### src/rtl/reflet_8bit_ctrl_rom.sv
// Self-contained 8-bit UART controller: streams a fixed ROM banner after reset,
// then echoes received bytes, answers '?' with the GPIO inputs and halts on 0x04.
module reflet_8bit_ctrl_rom #(
    parameter int unsigned CLK_PER_BIT = 11
) (
    input  logic        clk,
    input  logic        reset_in,
    input  logic        rx,
    input  logic [15:0] gpi,
    output logic        tx,
    output logic [15:0] gpo,
    output logic [7:0]  debug,
    output logic        quit
);
    localparam int unsigned CW = $clog2(CLK_PER_BIT);
    localparam logic [CW-1:0] HALF_M1 = CW'(CLK_PER_BIT / 2 - 1);
    localparam logic [CW-1:0] FULL_M1 = CW'(CLK_PER_BIT - 1);

    typedef enum logic [2:0] {RX_IDLE, RX_START, RX_DATA, RX_STOP, RX_WAIT} rx_state_t;
    typedef enum logic [1:0] {BANNER = 2'd0, RUN = 2'd1, SEND = 2'd2, HALT = 2'd3} ctrl_state_t;

    // ---------------- receiver ----------------
    rx_state_t     rx_state, rx_state_n;
    logic          rx_s1, rx_s2, rx_d;
    logic [CW-1:0] rx_cnt, rx_cnt_n;
    logic [2:0]    rx_bit, rx_bit_n;
    logic [7:0]    rx_shift, rx_shift_n;
    logic          rx_done, rx_valid;

    always_comb begin
        rx_state_n = rx_state;
        rx_cnt_n   = rx_cnt + 1'b1;
        rx_bit_n   = rx_bit;
        rx_shift_n = rx_shift;
        rx_done    = 1'b0;
        case (rx_state)
            RX_IDLE: begin
                rx_cnt_n = '0;
                if (rx_d && !rx_s2) rx_state_n = RX_START;
            end
            RX_START: if (rx_cnt == HALF_M1) begin
                rx_cnt_n   = '0;
                rx_bit_n   = '0;
                rx_state_n = rx_s2 ? RX_IDLE : RX_DATA;
            end
            RX_DATA: if (rx_cnt == FULL_M1) begin
                rx_cnt_n   = '0;
                rx_shift_n = {rx_s2, rx_shift[7:1]};
                rx_bit_n   = rx_bit + 3'd1;
                if (rx_bit == 3'd7) rx_state_n = RX_STOP;
            end
            RX_STOP: if (rx_cnt == FULL_M1) begin
                rx_cnt_n = '0;
                if (rx_s2) begin
                    rx_done    = 1'b1;
                    rx_state_n = RX_IDLE;
                end else begin
                    rx_state_n = RX_WAIT;
                end
            end
            RX_WAIT: begin
                rx_cnt_n = '0;
                if (rx_s2) rx_state_n = RX_IDLE;
            end
            default: rx_state_n = RX_IDLE;
        endcase
    end

    always_ff @(posedge clk or negedge reset_in) begin
        if (!reset_in) begin
            rx_s1    <= 1'b1;
            rx_s2    <= 1'b1;
            rx_d     <= 1'b1;
            rx_state <= RX_IDLE;
            rx_cnt   <= '0;
            rx_bit   <= '0;
            rx_shift <= '0;
            rx_valid <= 1'b0;
        end else begin
            rx_s1    <= rx;
            rx_s2    <= rx_s1;
            rx_d     <= rx_s2;
            rx_state <= rx_state_n;
            rx_cnt   <= rx_cnt_n;
            rx_bit   <= rx_bit_n;
            rx_shift <= rx_shift_n;
            rx_valid <= rx_done;
        end
    end

    // ---------------- transmitter ----------------
    logic          tx_busy, tx_start, tx_last, tx_ready;
    logic [7:0]    tx_data;
    logic [8:0]    tx_shift;
    logic [3:0]    tx_bitn;
    logic [CW-1:0] tx_cnt;

    // Ready during the final stop-bit cycle so the next frame follows with no gap.
    assign tx_last  = tx_busy && (tx_cnt == FULL_M1) && (tx_bitn == 4'd0);
    assign tx_ready = !tx_busy || tx_last;

    always_ff @(posedge clk or negedge reset_in) begin
        if (!reset_in) begin
            tx       <= 1'b1;
            tx_busy  <= 1'b0;
            tx_shift <= '1;
            tx_bitn  <= '0;
            tx_cnt   <= '0;
        end else if (tx_start) begin
            tx       <= 1'b0;
            tx_shift <= {1'b1, tx_data};
            tx_bitn  <= 4'd9;
            tx_cnt   <= '0;
            tx_busy  <= 1'b1;
        end else if (tx_busy) begin
            if (tx_cnt == FULL_M1) begin
                tx_cnt <= '0;
                if (tx_bitn == 4'd0) begin
                    tx_busy <= 1'b0;
                    tx      <= 1'b1;
                end else begin
                    tx       <= tx_shift[0];
                    tx_shift <= {1'b1, tx_shift[8:1]};
                    tx_bitn  <= tx_bitn - 4'd1;
                end
            end else begin
                tx_cnt <= tx_cnt + 1'b1;
            end
        end
    end

    // ---------------- controller ----------------
    ctrl_state_t state, state_n;
    logic [3:0]  rom_ptr;
    logic [7:0]  rom_data, holding, gpi_lo, gpo_lo, gpo_cnt;
    logic        holding_full, halt_pend;
    logic        consume, rom_adv, latch_gpi, halt_set;

    always_comb begin
        case (rom_ptr)
            4'd0:    rom_data = 8'h52;
            4'd1:    rom_data = 8'h65;
            4'd2:    rom_data = 8'h66;
            4'd3:    rom_data = 8'h6C;
            4'd4:    rom_data = 8'h65;
            4'd5:    rom_data = 8'h74;
            4'd6:    rom_data = 8'h0D;
            4'd7:    rom_data = 8'h0A;
            default: rom_data = 8'h00;
        endcase
    end

    always_comb begin
        state_n   = state;
        tx_start  = 1'b0;
        tx_data   = '0;
        consume   = 1'b0;
        rom_adv   = 1'b0;
        latch_gpi = 1'b0;
        halt_set  = 1'b0;
        case (state)
            BANNER: begin
                if (rom_data == 8'h00) begin
                    state_n = RUN;
                end else if (tx_ready) begin
                    tx_start = 1'b1;
                    tx_data  = rom_data;
                    if (rom_ptr == 4'hF) state_n = RUN;
                    else                 rom_adv = 1'b1;
                end
            end
            RUN: begin
                if (halt_pend) begin
                    if (tx_ready) state_n = HALT;
                end else if (holding_full && tx_ready) begin
                    consume  = 1'b1;
                    tx_start = 1'b1;
                    tx_data  = holding;
                    if (holding == 8'h3F) begin
                        // High byte goes out straight away; low byte is latched for SEND.
                        tx_data   = gpi[15:8];
                        latch_gpi = 1'b1;
                        state_n   = SEND;
                    end else if (holding == 8'h04) begin
                        halt_set = 1'b1;
                    end
                end
            end
            SEND: begin
                if (tx_ready) begin
                    tx_start = 1'b1;
                    tx_data  = gpi_lo;
                    state_n  = RUN;
                end
            end
            HALT: consume = holding_full;
            default: state_n = BANNER;
        endcase
    end

    always_ff @(posedge clk or negedge reset_in) begin
        if (!reset_in) begin
            state        <= BANNER;
            rom_ptr      <= '0;
            holding      <= '0;
            holding_full <= 1'b0;
            halt_pend    <= 1'b0;
            gpi_lo       <= '0;
            gpo_lo       <= '0;
            gpo_cnt      <= '0;
        end else begin
            state <= state_n;
            if (rom_adv)   rom_ptr   <= rom_ptr + 4'd1;
            if (latch_gpi) gpi_lo    <= gpi[7:0];
            if (halt_set)  halt_pend <= 1'b1;
            // A freshly accepted byte wins over a same-cycle consumption.
            if (rx_valid) begin
                holding      <= rx_shift;
                holding_full <= 1'b1;
                gpo_lo       <= rx_shift;
                gpo_cnt      <= gpo_cnt + 8'd1;
            end else if (consume) begin
                holding_full <= 1'b0;
            end
        end
    end

    assign gpo   = {gpo_cnt, gpo_lo};
    assign debug = {state, 1'b0, holding_full, rom_ptr};
    assign quit  = (state == HALT);
endmodule

### config.mk
export PLATFORM = sky130hd
export DESIGN_NAME = reflet_8bit_ctrl_rom
export DESIGN_NICKNAME = d
export VERILOG_FILES = /design/src/rtl/reflet_8bit_ctrl_rom.sv
export SDC_FILE = /design/constraint.sdc
export NUM_CORES = 1
export LEC_CHECK = 0
export CORE_ASPECT_RATIO = 1.1
export CORE_UTILIZATION = 60
export CTS_CLUSTER_DIAMETER = 80
export DETAILED_ROUTE_END_ITERATION = 8
export GPL_ROUTABILITY_DRIVEN = 0
export PLACE_DENSITY = 0.94
export SLEW_MARGIN = 20
export SYNTH_ARGS = -nofsm -noshare
export SYNTH_HDL_FRONTEND = slang
export SYNTH_SLANG_ARGS = --single-unit
### constraint.sdc
create_clock -name clk -period 6 [get_ports clk]
set_input_delay 1.2 -clock clk [delete_from_list [all_inputs] [get_ports clk]]
set_output_delay 1.2 -clock clk [all_outputs]
set_load 0.01 [all_outputs]
==> results by group, run 1 <==
Synthesis
  • Synthesized instance count: 347
  • Syn_nets: between 300 and 400
  • Post-synthesis cell type count: 55
  • Ys flop type: dfrtp_1
  • Post-synth ARST share: 100%
  • Synth area leader: dfrtp_1
  • Cell with the most instances after synthesis: dfrtp_1
  • Top cells by area, synth: dfrtp_1 (41%), dfstp_2 (8.5%), ha_1 (6.8%)
  • Synthesized cell area: about 0.0037 mm^2
  • Yosys reg bits: 72
  • Synthesized area per cell: between 10 and 15 um^2
  • EDFF count, synth: 0
  • YS warnings: 0
  • Synth top area share: between 40 and 50%
  • Post-synth top cells: dfrtp_1 (60), nand2_1 (56), ha_1 (20), mux2_2 (19), nor2_1 (18)
  • Register area share after synthesis: 49.2%

STA
  • Final Cycle Share: approximately 46%
  • Unrepaired setup endpoints after global routing: false
  • Slew headroom: a little over two fifths
  • Setup violators final: 0
  • Setup TNS: 0 ns
  • Worst-margin pin slew: slightly below 0.9 ns
  • Crit path time final: 2.76 ns
  • Fin. Hold Viols: 0
  • Clock Skew: about 0.0087 ns
  • Fmax: 0.362 GHz
  • Slew Viols, Final: 0

Setup path
  • Crit Path Category: reg -> out
  • Top delay family on crit path: buffers and inverters
  • Startpoint types: flip-flop
  • Worst path bufs/invs: 1
  • Slowest cell delay on critical path: roughly 0.54 ns
  • CP max-delay cell: clkdlybuf4s50_1
  • Worst r2r src: state[1]
  • WP data required: between 4 and 5 ns
  • Crit path max fanout: 7
  • Worst Path Arrival: 1.56 ns
  • First element of the critical path: state[1]
  • Crit-path cells: ha_1 > clkdlybuf4s50_1
  • Crit end category: primary output

Global route
  • Vias in the first global route: approximately 2,700
  • GRT Total Usage: between 20% and 30%
  • First-pass GRT wire length: about 13,000 um
  • Antenna violations before repair: 0
  • Global route overflow: 0
  • Largest net degree at the start of global routing: 73

Clock network
  • Post-CTS sizing: 0
  • Clock slew at reported path FFs: about 0.080 ns
  • H-tree levels: 3
  • Clock tree buffer depth: 2
  • Worst skew pair latency: 0.36 ns
  • CTS tree: built
  • Clk sink count: 72
  • Clk root buf: clkbuf_8
  • Postcts setup bufs: 0
  • TritonCTS Buffers: 9
  • Hold buffers post-CTS: 0

Final layout
  • Share of post-route cells with drive strength above 1: between 10% and 20%
  • Area delta synth->final: 17.7%
  • Diode count: 0
  • Final nets: 423
  • Fin util: about three quarters
  • Non-filler cells, final: ~470

Route
  • Via-per-instance ratio: approximately 5.9
  • Post-DRT Antenna Nets: 0
  • First-pass DRT Iterations: 4
  • DR DRC count: 0
  • Final wirelength: 7920 um
  • Via count: ~2,700
  • DRT iter0 DRCs: about 250
  • WL/cell: ~17 um

Status
  • Outcome: finished, final reports clean

Power
  • Pwr per Cell Area: 234 mW/mm^2
  • Switching power: about 270 uW
  • Switching part of the total: between 20% and 30%
  • Clock power share: about 39%
  • Logic pwr share: 9.4%
  • Leak pwr: 1.95 nW
  • Int Pwr: between 700 and 800 uW
  • Register share of total power: about half
  • Peak supply drop: 0.210 mV

Hold path
  • HP Start: rx_s1
  • HP Class: reg -> reg

Place
  • Input/output buffers: between 40 and 50
  • Cells after DPL: 450
  • Final HPWL DP: 5460 um

Die
  • FP Rows: 29
  • Core area: between 0.005 and 0.006 mm^2
  • Starting Density: a little over three fifths
  • Die ar.: approximately 0.0065 mm^2
  • Die width: about 77 um
  • Die Height: roughly 84 um
  • IO Count: 45

Run
  • Max-cap violations: 0
==> through the flow <==
| stage | hold WS, ns | power (mW) | setup slack (ns) | instance area, um^2 |
|---|---|---|---|---|
| floorplan | 0.345 | 0.589 | 4.07 | 3690 |
| global placement | 0.345 | 0.620 | 3.65 | 4140 |
| detailed placement | 0.350 | 0.629 | 3.60 | 4140 |
| CTS | 0.356 | 1.02 | 3.22 | 4340 |
| global route | 0.367 | 1.06 | 3.17 | 4350 |
| finish | 0.355 | 1.02 | 3.24 | 4350 |
==> layer usage <==
| metal | share of wire, % | wire length, um | vias up | global-route usage [%] |
|---|---|---|---|---|
| met1 | 41 | 3210 | 1349 | 32.0 |
| li1 | - | - | 1298 | - |
| met3 | 4.2 | 333 | 15 | 4.57 |
| met2 | 53 | 4200 | 84 | 47.2 |
| met5 | 0 | 0 | - | 0 |
| met4 | 2.1 | 167 | 0 | 11.5 |
==> cell families (layout without fill, tap and decap cells) <==
logic type	Yosys count	after routing	share of synthesized area [%]
AOI/OAI and AO/OA	56	56	12.5
adders and majority gates	20	20	6.77
buffers and inverters	32	74	3.79
muxes	23	23	6.91
xor gates and xnor gates	14	14	3.32
DFF	72	72	49.2
other	1	1	0.101
and+or+nand+nor	129	129	17.4
==> sequential cells by signal, indices dropped and copies added, names as in the netlist, 4 cells and up <==
name      count
rx_shift      8
tx_cnt        4
rx_cnt        4
gpo_lo        8
gpo_cnt       8
gpi_lo        8
rom_ptr       4
tx_bitn       4
tx_shift      8
==> final timing paths <==
kind                          endpoint  slack, ns  depth (start not counted)
max in group asynchronous    rx_cnt[0]       4.40                          2
hold reg to reg                  rx_s2       0.36                          0
min in group asynchronous   rom_ptr[0]       1.03                          2
setup reg to reg           tx_shift[7]       3.64                          6
hold / removal                   rx_s2       0.36                          0
setup / recovery                  quit       3.24                          2
==> placed cells by master (no fill, tap or decap), types with 3 or more instances in the layout <==
master | synthesis | routed
dfrtp_1 | 60 | 60
nand2_1 | 56 | 56
ha_1 | 20 | 20
a21oi_1 | 9 | 9
nand3b_1 | 5 | 5
nor3_1 | 10 | 9
nor2_1 | 18 | 18
nand4_1 | 4 | 4
xnor2_1 | 9 | 9
xor2_1 | 5 | 5
nor2b_1 | 3 | 3
dfstp_2 | 12 | 12
nand3_1 | 6 | 6
clkbuf_8 | 0 | 10
nand2b_1 | 9 | 9
clkinv_4 | 0 | 3
o2111ai_1 | 6 | 6
and3_1 | 3 | 3
o21a_1 | 3 | 3
mux2_2 | 19 | 19
clkdlybuf4s50_1 | 0 | 42
nor3b_1 | 4 | 4
o21ai_0 | 3 | 3
a22o_1 | 5 | 5
inv_1 | 14 | 14
a32oi_1 | 7 | 7
mux2i_1 | 3 | 3
a2111oi_0 | 4 | 4
==> area by class of cell <==
| cell class | instances | area, um^2 |
|---|---|---|
| inverters | 14 | 52.6 |
| well taps | 77 | 96.3 |
| fillers | 365 | 1490 |
| repair buffers | 44 | 433 |
| flip-flops and latches | 72 | 1820 |
| clock buffers | 10 | 138 |
| multi-input cells | 243 | 1740 |
| clock inverters | 6 | 68.8 |
==> power groups by stage <==
stage / sequential [mW] / clock, mW / combinational [mW]
finish: 0.525 / 0.397 / 0.0960
global route: 0.527 / 0.424 / 0.108
CTS: 0.524 / 0.403 / 0.0976
detailed placement: 0.533 / 0 / 0.0966
global placement: 0.531 / 0 / 0.0890
floorplan: 0.518 / 0 / 0.0705
Note: power is estimated with default switching activity, not from simulation.
==> inputs of run 2 (changes only) <==
CORE_UTILIZATION = 56   (was 60)
PLACE_DENSITY = 0.89   (was 0.94)
clock period = 2.77 ns   (was 6 ns; I/O delays follow)
==> run 2 against run 1 <==
Die area up 7.0%. Worst setup slack worse by 2.8 ns. Sequential share of layout area down 0.17 points. Combinational power up 110%. Power up 110%. Non-clock buffer count up 3. Via count down 1.2%. Clock power up 110%. Critical path depth up 4.
==> results by group, run 2 (synthesis results as in run 1) <==
Place
  • Cells after DPL: 456 (was 450)
  • DP Area: 0.00416 mm^2 (was 0.00414 mm^2)
  • Input/output buffers: 43 (unchanged)
  • Final HPWL DP: 5490 um (was 5460 um)

Run
  • Max-cap violations: 0 (unchanged)

Setup path
  • Worst r2r src: tx_bitn[0] (was state[1])
  • Worst r2r dst: tx_shift[4] (was tx_shift[7])
  • Crit path max fanout: 19 (was 7)
  • First element of the critical path: tx_bitn[0] (was state[1])
  • Crit end category: flip-flop (was primary output)
  • Crit Path Category: reg -> reg (was reg -> out)
  • CP endpoint: tx_shift[4] (was quit)
  • WP data required: 3.03 ns (was 4.80 ns)
  • R2R Setup Slk: 0.46 ns (was 3.64 ns)
  • Worst Path Arrival: 2.58 ns (was 1.56 ns)
  • Startpoint types: flip-flop (unchanged)
  • Cells on worst reg2reg path: 6 (unchanged)

Clock network
  • CTS tree: built (unchanged)
  • Clock tree buffer depth: 2 (unchanged)
  • Worst skew pair latency: 0.35 ns (was 0.36 ns)
  • Hold buffers post-CTS: 0 (unchanged)
  • Postcts setup bufs: 0 (unchanged)
  • Post-CTS sizing: 0 (unchanged)
  • Clk sink count: 72 (unchanged)
  • Clock slew at reported path FFs: 0.08 ns (about the same)
  • Clk root buf: clkbuf_8 (unchanged)
  • H-tree levels: 3 (unchanged)
  • TritonCTS Buffers: 9 (unchanged)

Final layout
  • Area delta synth->final: 18.2% (was 17.7%)
  • Fill count: 447 (was 365)
  • Commonest non-fill, non-tap cell in the layout: dfrtp_1 (unchanged)
  • Most frequent cells in the layout: dfrtp_1 (60), nand2_1 (56), clkdlybuf4s50_1 (42) (unchanged)
  • Non-filler cells, final: 472 (was 466)
  • Final nets: 426 (was 423)
  • Diode count: 0 (unchanged)
  • Reg area: 0.00182 mm^2 (unchanged)
  • Multi-input logic area: 0.00174 mm^2 (about the same)
  • Share of post-route cells with drive strength above 1: 14.8% (was 14.4%)
  • Fin area: 0.00437 mm^2 (was 0.00435 mm^2)

Die
  • Starting Density: 58.9% (was 63.2%)
  • IO Count: 45 (unchanged)
  • Die width: 79.4 um (was 76.8 um)
  • Die Height: 87.2 um (was 84.3 um)
  • Core area: 0.00627 mm^2 (was 0.00584 mm^2)
  • FP Rows: 30 (was 29)
  • Die ar.: 0.00693 mm^2 (was 0.00648 mm^2)

Global route
  • Global route overflow: 0 (unchanged)
  • GRT Total Usage: 24.8% (was 26.7%)
  • Vias in the first global route: 2,672 (was 2,721)
  • First-pass GRT wire length: 12,800 um (was 13,200 um)
  • Antenna violations before repair: 0 (unchanged)
  • Largest net degree at the start of global routing: 40 (was 73)

STA
  • Slew Viols, Final: 0 (unchanged)
  • Slew headroom: 60.8% (was 41.8%)
  • Setup TNS: 0 ns (unchanged)
  • Clock Skew: 0.00968 ns (was 0.00875 ns)
  • Setup violators final: 0 (unchanged)
  • Fin. Hold Viols: 0 (unchanged)
  • Worst-margin pin slew: 0.573 ns (was 0.872 ns)
  • Unrepaired setup endpoints after global routing: false (unchanged)
  • Final Cycle Share: a little over four fifths
  • Fmax: 0.432 GHz
  • Crit path time final: 2.31 ns

Power
  • Peak supply drop: 0.403 mV (was 0.210 mV)
  • Leak pwr: 1.96 nW (was 1.95 nW)
  • Pwr per Cell Area: 497 mW/mm^2 (was 234 mW/mm^2)
  • Pwr Total: 2.17 mW (was 1.02 mW)

Route
  • WL/cell: 16.4 um (was 17.0 um)
  • Via count: 2,712 (was 2,746)
  • Final wirelength: 7740 um (was 7920 um)
  • DRT iter0 DRCs: 171 (was 248)
  • DR DRC count: 0 (unchanged)
  • First-pass DRT Iterations: 4 (unchanged)
  • Via-per-instance ratio: 5.75 (was 5.89)
  • Post-DRT Antenna Nets: 0 (unchanged)

Status
  • Outcome: finished, final reports clean (unchanged)

Hold path
  • HP Class: in -> async (was reg -> reg)
## run 2: power by group
group	internal, mW	switching [mW]	total [mW]
Clock	0.425	0.412	0.837
Combinational	0.0966	0.101	0.198
Sequential	1.09	0.0461	1.13
Total	1.61	0.560	2.17
## run 2: stage by stage
stage / utilization (%) / hold WS [ns] / worst slack [ns]
after detailed placement: 66.4 / 0.348 / 0.479
after CTS: 69.6 / 0.235 / 0.450
after global placement: 66.4 / 0.346 / 0.595
final: 69.6 / 0.236 / 0.456
after global routing: 69.6 / 0.265 / 0.243
after floorplan: - / 0.258 / 0.842
## run 2: critical path, cell delays in order, from the launching register on
cell	delay, ns
dfrtp_1	0.42
inv_1	0.07
ha_1	0.16
or3b_1	0.46
o21ai_4	0.48
nand2b_1	0.36
a32oi_1	0.29
## run 2: worst min-delay path by stage
stage / endpoint / slack (ns) / cells past startpoint
after floorplan: gpi_lo[0] / 0.26 / 0
after global placement: rx_s2 / 0.35 / 0
after detailed placement: rx_s2 / 0.35 / 0
after CTS: gpo_cnt[3] / 0.23 / 2
after global routing: tx_cnt[3] / 0.26 / 2
final: gpi_lo[0] / 0.24 / 2
## run 2: final cells by class
cell class | count | area share [%]
Multi-Input combinational cell | 243 | 39.8
Clock buffer | 9 | 2.84
Clock inverter | 7 | 1.81
Tap cell | 80 | 2.29
Timing Repair Buffer | 47 | 10.4
Sequential cell | 72 | 41.6
Inverter | 14 | 1.20
## run 2: per-layer routing
metal | routed length, um | track usage, %
met1 | 3210 | 29.9
met2 | 4030 | 41.7
met3 | 345 | 6.60
met4 | 161 | 10.2
met5 | 0 | 0
